<file path="src/rtl/wb_commit_stage.sv">
// Writeback commit stage: merges load results (priority, no backpressure) and
// ALU results (valid/ready, in-order buffer) into one registered writeback packet.

package wb_commit_pkg;
    typedef struct packed {
        logic        wb_enable;
        logic [4:0]  wb_addr;
        logic [31:0] wb_data;
    } rv32_mem2wb_packet_t;
endpackage

// Handshake: an ALU result transfers on a rising edge where alu_valid and alu_ready
// are both high; alu_ready depends only on registered occupancy, never on a same-cycle pop.
module wb_commit_stage
    import wb_commit_pkg::*;
#(
    parameter int FIFO_DEPTH = 4,
    parameter int CNT_W      = 16
) (
    input  logic                          clk,
    input  logic                          reset,
    input  logic                          alu_valid,
    output logic                          alu_ready,
    input  logic [4:0]                    alu_rd,
    input  logic [31:0]                   alu_data,
    input  logic                          ld_valid,
    input  logic [4:0]                    ld_rd,
    input  logic [31:0]                   ld_data,
    input  logic [4:0]                    query_rs1,
    input  logic [4:0]                    query_rs2,
    output logic                          rs1_pending,
    output logic                          rs2_pending,
    output rv32_mem2wb_packet_t           writeback_packet,
    output logic [$clog2(FIFO_DEPTH):0]   fifo_count,
    output logic [CNT_W-1:0]              ld_conflict_count
);
    localparam int PTR_W  = $clog2(FIFO_DEPTH);
    localparam int CNT_FW = PTR_W + 1;

    logic [4:0]          rd_mem_q   [FIFO_DEPTH];
    logic [31:0]         data_mem_q [FIFO_DEPTH];
    logic [PTR_W-1:0]    rptr_q, rptr_d;
    logic [PTR_W-1:0]    wptr_q, wptr_d;
    logic [CNT_FW-1:0]   count_q, count_d;
    logic [CNT_W-1:0]    conf_q, conf_d;
    rv32_mem2wb_packet_t pkt_q, pkt_d;

    logic alu_acc, alu_live, ld_live, fifo_empty;
    logic push, pop, conflict;
    logic [FIFO_DEPTH-1:0] ent_valid;
    logic rs1_hit, rs2_hit;

    assign alu_ready  = !reset && (count_q < CNT_FW'(FIFO_DEPTH));
    assign alu_acc    = alu_valid && alu_ready;
    assign alu_live   = alu_acc && (alu_rd != 5'd0);
    assign ld_live    = ld_valid && (ld_rd != 5'd0);
    assign fifo_empty = (count_q == '0);
    assign conflict   = ld_live && (!fifo_empty || alu_live);

    always_comb begin
        pkt_d           = pkt_q;
        pkt_d.wb_enable = 1'b0;
        push            = 1'b0;
        pop             = 1'b0;
        if (ld_live) begin
            pkt_d = '{wb_enable: 1'b1, wb_addr: ld_rd, wb_data: ld_data};
            push  = alu_live;
        end else if (!fifo_empty) begin
            pkt_d = '{wb_enable: 1'b1, wb_addr: rd_mem_q[rptr_q], wb_data: data_mem_q[rptr_q]};
            pop   = 1'b1;
            push  = alu_live;
        end else if (alu_live) begin
            pkt_d = '{wb_enable: 1'b1, wb_addr: alu_rd, wb_data: alu_data};
        end
        rptr_d  = pop  ? rptr_q + PTR_W'(1) : rptr_q;
        wptr_d  = push ? wptr_q + PTR_W'(1) : wptr_q;
        count_d = count_q + CNT_FW'(push) - CNT_FW'(pop);
        conf_d  = (conflict && (conf_q != '1)) ? conf_q + CNT_W'(1) : conf_q;
    end

    always_ff @(posedge clk) begin
        if (reset) begin
            pkt_q   <= '0;
            rptr_q  <= '0;
            wptr_q  <= '0;
            count_q <= '0;
            conf_q  <= '0;
        end else begin
            pkt_q   <= pkt_d;
            rptr_q  <= rptr_d;
            wptr_q  <= wptr_d;
            count_q <= count_d;
            conf_q  <= conf_d;
        end
    end

    // Storage needs no reset: occupancy alone decides which entries are live.
    always_ff @(posedge clk) begin
        if (!reset && push) begin
            rd_mem_q[wptr_q]   <= alu_rd;
            data_mem_q[wptr_q] <= alu_data;
        end
    end

    for (genvar g = 0; g < FIFO_DEPTH; g++) begin : g_ent
        logic [PTR_W-1:0] off;
        assign off          = PTR_W'(g) - rptr_q;
        assign ent_valid[g] = {1'b0, off} < count_q;
    end

    always_comb begin
        rs1_hit = pkt_q.wb_enable && (pkt_q.wb_addr == query_rs1);
        rs2_hit = pkt_q.wb_enable && (pkt_q.wb_addr == query_rs2);
        for (int i = 0; i < FIFO_DEPTH; i++) begin
            if (ent_valid[i] && (rd_mem_q[i] == query_rs1)) rs1_hit = 1'b1;
            if (ent_valid[i] && (rd_mem_q[i] == query_rs2)) rs2_hit = 1'b1;
        end
    end

    assign rs1_pending       = !reset && (query_rs1 != 5'd0) && rs1_hit;
    assign rs2_pending       = !reset && (query_rs2 != 5'd0) && rs2_hit;
    assign writeback_packet  = pkt_q;
    assign fifo_count        = count_q;
    assign ld_conflict_count = conf_q;

endmodule

</file>
<file path="config.mk">
export PLATFORM = sky130hd
export DESIGN_NAME = wb_commit_stage
export DESIGN_NICKNAME = d
export VERILOG_FILES = /design/src/rtl/wb_commit_stage.sv
export SDC_FILE = /design/constraint.sdc
export NUM_CORES = 1
export LEC_CHECK = 0
export ABC_CLOCK_PERIOD_IN_PS = 5300
export CAP_MARGIN = 20
export CORE_UTILIZATION = 60
export CTS_BUF_LIST = sky130_fd_sc_hd__clkbuf_8
export DETAILED_ROUTE_END_ITERATION = 10
export PLACE_DENSITY = 0.95
export REMOVE_ABC_BUFFERS = 1
export SLEW_MARGIN = 20
export SYNTH_ARGS = -nofsm -noshare
export SYNTH_HDL_FRONTEND = slang
export SYNTH_SLANG_ARGS = --single-unit
</file>
<file path="constraint.sdc">
create_clock -name clk -period 5.3 [get_ports clk]
set_input_delay 0.795 -clock clk [delete_from_list [all_inputs] [get_ports clk]]
set_output_delay 0.795 -clock clk [all_outputs]
set_load 0.05 [all_outputs]
</file>
==> run_results.csv <==
group,metric,value,unit
status,run_status,"complete, no violations",
floorplanning,die_w,128,um
finish,finalInstanceArea,11700,sq um
global_routing,antenna_found_initial,0,
placement,dpl_cell_area,11100,sq um
clock_tree,htreeDepth,2,
power,p_switching,1870,uW
clock_tree,cts_tree,"done",
timing,tightest_slew,1.07,ns
logic_synthesis,synth-warning-count,0,
logic_synthesis,yosysTopAreaCellShare,0.466,
power,p_leak,0.00390,uW
floorplanning,num_rows,45,
drt,routed_via_density,6.08,
logic_synthesis,syn-mean-instance-area,13.4,sq um
floorplanning,ioPinCount,148,
power,total_power,5220,uW
floorplanning,dieHeight,128,um
drt,routedLengthMet1,9300,um
timing,period_share,0.776,
drt,vias,6603,
logic_synthesis,synthTopCellsByArea,"edfxtp_1 (47%), dfxtp_1 (13%), mux4_2 (8.7%)",
finish,fillers,902,
placement,port_buffers,147,
drt,drtPass1Iterations,5,
finish,n_antenna_cell,0,
timing,setup_viol,0,
power,switching_share,0.358,
power,p_int,3350,uW
floorplanning,die_area,16400,sq um
finish,final-seq-area,5710,sq um
worst_setup_path,start_kind,"flop",
clock_tree,clockRootBuffer,"clkbuf_8",
worst_setup_path,path_max_fanout,6,
worst_setup_path,worstPathRequired,4.51,ns
logic_synthesis,netlist_area,9530,sq um
drt,wirelength,23200,um
drt,drt_iter0_markers,456,
floorplanning,initial_core_util,0.620,
drt,ant_nets,0,
drt,wl_met3,1630,um
logic_synthesis,synth-seq-area-share,0.599,
worst_setup_path,crit_chain,"inv_1 > ha_1 > a21boi_0 > o21bai_1 > nand3_1 > nor4_1 > o31a_1 > clkdlybuf4s50_1",
clock_tree,clockBufferDepth,3,
logic_synthesis,synth_top_area_cell,"edfxtp_1",
power,seqPwrFrac,0.403,
clock_tree,ctsHoldBuffers,0,
logic_synthesis,syn_inst,712,
logic_synthesis,synth_edf_count,148,
clock_tree,path_clk_slew,0.06,ns
global_routing,grt_pass1_vias,7013,
logic_synthesis,synth_ff_type,"edfxtp_1",
timing,relSlewSlack,0.288,
timing,slew_viol_final,0,
worst_setup_path,critical-path-max-stage-delay,0.79,ns
floorplanning,core,15400,sq um
global_routing,grt_pass1_wl,36500,um
clock_tree,clkLatencyLatePin,0.51,ns
global_routing,track_usage,0.296,
worst_setup_path,cp_slowest_cell,"clkdlybuf4s50_1",
min_path,worstHoldPathType,"flop to flop",
clock_tree,post-cts-setup-buffers,0,
placement,dp_hpwl,14400,um
power,combPwrFrac,0.345,
timing,hold_violations,0,
clock_tree,cts_buffers,34,
drt,wl_met2,11500,um
placement,routabilityCongestion,0.929,
drt,drcViolationCount,0,
worst_setup_path,path_class,"flop to output port",
timing,min_period,4.11,ns
timing,timing.fmax,0.243,GHz
power,powerDensity,446,nW/um^2
global_routing,grt_max_degree,48,
logic_synthesis,async_reset_ff_frac,0,
finish,area_growth,22.8,%
drt,highest_layer,"met4",
worst_setup_path,cp-end-kind,"output port",
timing,setup_tns,0,ns
job,max_cap_viol_count,0,
drt,post_drt_wl_per_cell,21.3,um
logic_synthesis,ys_seq_elements,211,
finish,layout.nets,950,
timing,rsz0062_at_grt,"no",
finish,multiInputGateArea,3560,sq um
power,clock_power_share,0.251,
clock_tree,cts_resized,0,
timing,clock_skew,0.0124,ns
logic_synthesis,ys_types,59,
finish,drive_gt1_frac,0.157,
worst_setup_path,arrival,3.32,ns
power,peakVddDrop,0.283,mV
clock_tree,clock-sinks,211,
global_routing,grt_remaining_overflow,0,
[critical path, delay by kind of cell, from the launching register on]
family          cells  cell delay, ns
compound gates      3            0.55
fa+ha+maj           1            0.36
buf+inv             2            1.00
flops               1            0.50
simple gates        2            0.40
[metal layers]
metal,up-vias,track usage
met5,-,0
met4,0,0.142
met3,59,0.0501
met2,368,0.495
met1,3232,0.378
li1,2944,-
[cell usage after synthesis, types with 6 or more instances]
cell type / n
a2111oi_0: 9
a211oi_1: 8
a21oi_1: 28
a21oi_2: 10
buf_2: 17
clkbuf_1: 23
dfxtp_1: 63
edfxtp_1: 148
ha_1: 10
inv_1: 7
mux2_2: 8
mux2i_1: 12
mux4_2: 37
nand2_1: 23
nand3_1: 14
nand4_1: 6
nor2_1: 97
nor3_1: 21
nor3_2: 12
nor4_1: 6
o22ai_1: 20
xnor2_1: 39
xor2_1: 24
[final timing paths]
| check | startpoint | to | slack [ns] | depth (start not counted) |
|---|---|---|---|---|
| hold reg to reg | ld_conflict_count[13]$_SDFFE_PP0P_ | ld_conflict_count[13]$_SDFFE_PP0P_ | 0.53 | 2 |
| hold / removal | ld_conflict_count[13]$_SDFFE_PP0P_ | ld_conflict_count[13]$_SDFFE_PP0P_ | 0.53 | 2 |
| setup / recovery | fifo_count[1]$_SDFF_PP0_ | rs2_pending | 1.19 | 8 |
| setup reg to reg | fifo_count[2]$_SDFF_PP0_ | data_mem_q[0][11]$_DFFE_PP_ | 2.33 | 4 |
[placed cells by master, fill, tap and decap left out, types with 3 or more instances in the layout]
cell             netlist  final
edfxtp_1             148    148
clkdlybuf4s50_1        0    146
nor2_1                97     97
dfxtp_1               63     61
clkbuf_8               0     41
xnor2_1               39     39
mux4_2                37     37
a21oi_1               28     28
xor2_1                24     24
nand2_1               23     23
nor3_1                21     21
inv_1                  7     20
o22ai_1               20     20
nand3_1               14     14
mux2i_1               12     12
nor3_2                12     11
a21oi_2               10     10
ha_1                  10     10
a2111oi_0              9      9
a211oi_1               8      8
mux2_2                 8      8
nor4_1                 6      6
nand4_1                6      6
buf_4                  2      6
and2_2                 0      4
o21ai_0                4      4
o2111ai_1              4      4
nor2b_1                4      4
and4_1                 4      4
clkinv_1               0      4
nand2b_1               3      3
or3_1                  3      3
and3_1                 3      3
[cell type report]
class                   instances  area share
clock buffers                  41      0.0482
clock inverters                19     0.00652
inverters                       7     0.00224
multi-input cells             444       0.304
flip-flops and latches        211       0.488
well taps                     211      0.0225
repair buffers                153       0.129
[cells by family after synthesis]
group | synth area share
xor+xnor | 0.0579
mux | 0.109
buf+inv | 0.0303
flops | 0.599
fa+ha+maj | 0.0152
simple gates | 0.113
compound gates | 0.0751
[flip-flops by register name, indices dropped and copies added, names as in the netlist, named ones only]
name / cells
rd_mem_q: 20
ld_conflict_count: 16
rptr_q: 2
wptr_q: 2
fifo_count: 3
data_mem_q: 128
writeback_packet: 38
[power by group through the flow]
| stage | Sequential (uW) | Clock [uW] | Combinational [uW] |
|---|---|---|---|
| 5_1_grt | 2130 | 1400 | 1920 |
| 2_1_floorplan | 2450 | 0 | 865 |
| 3_5_place_dp | 2140 | 0 | 1780 |
| 6_report | 2110 | 1310 | 1800 |
| 4_1_cts | 2110 | 1320 | 1800 |
| 3_3_place_gp | 2130 | 0 | 1740 |
[metrics by stage]
stage / hold WS, ns / instances / util / setup WS, ns
after floorplan: 0.514 / 662 / - / 1.88
after global placement: 0.483 / 1026 / 0.720 / 1.46
after detailed placement: 0.495 / 1026 / 0.720 / 1.46
after CTS: 0.518 / 1086 / 0.761 / 1.19
after global routing: 0.553 / 1086 / 0.762 / 0.911
final: 0.527 / 1086 / 0.762 / 1.19
Note: power is estimated with default switching activity, not from simulation.
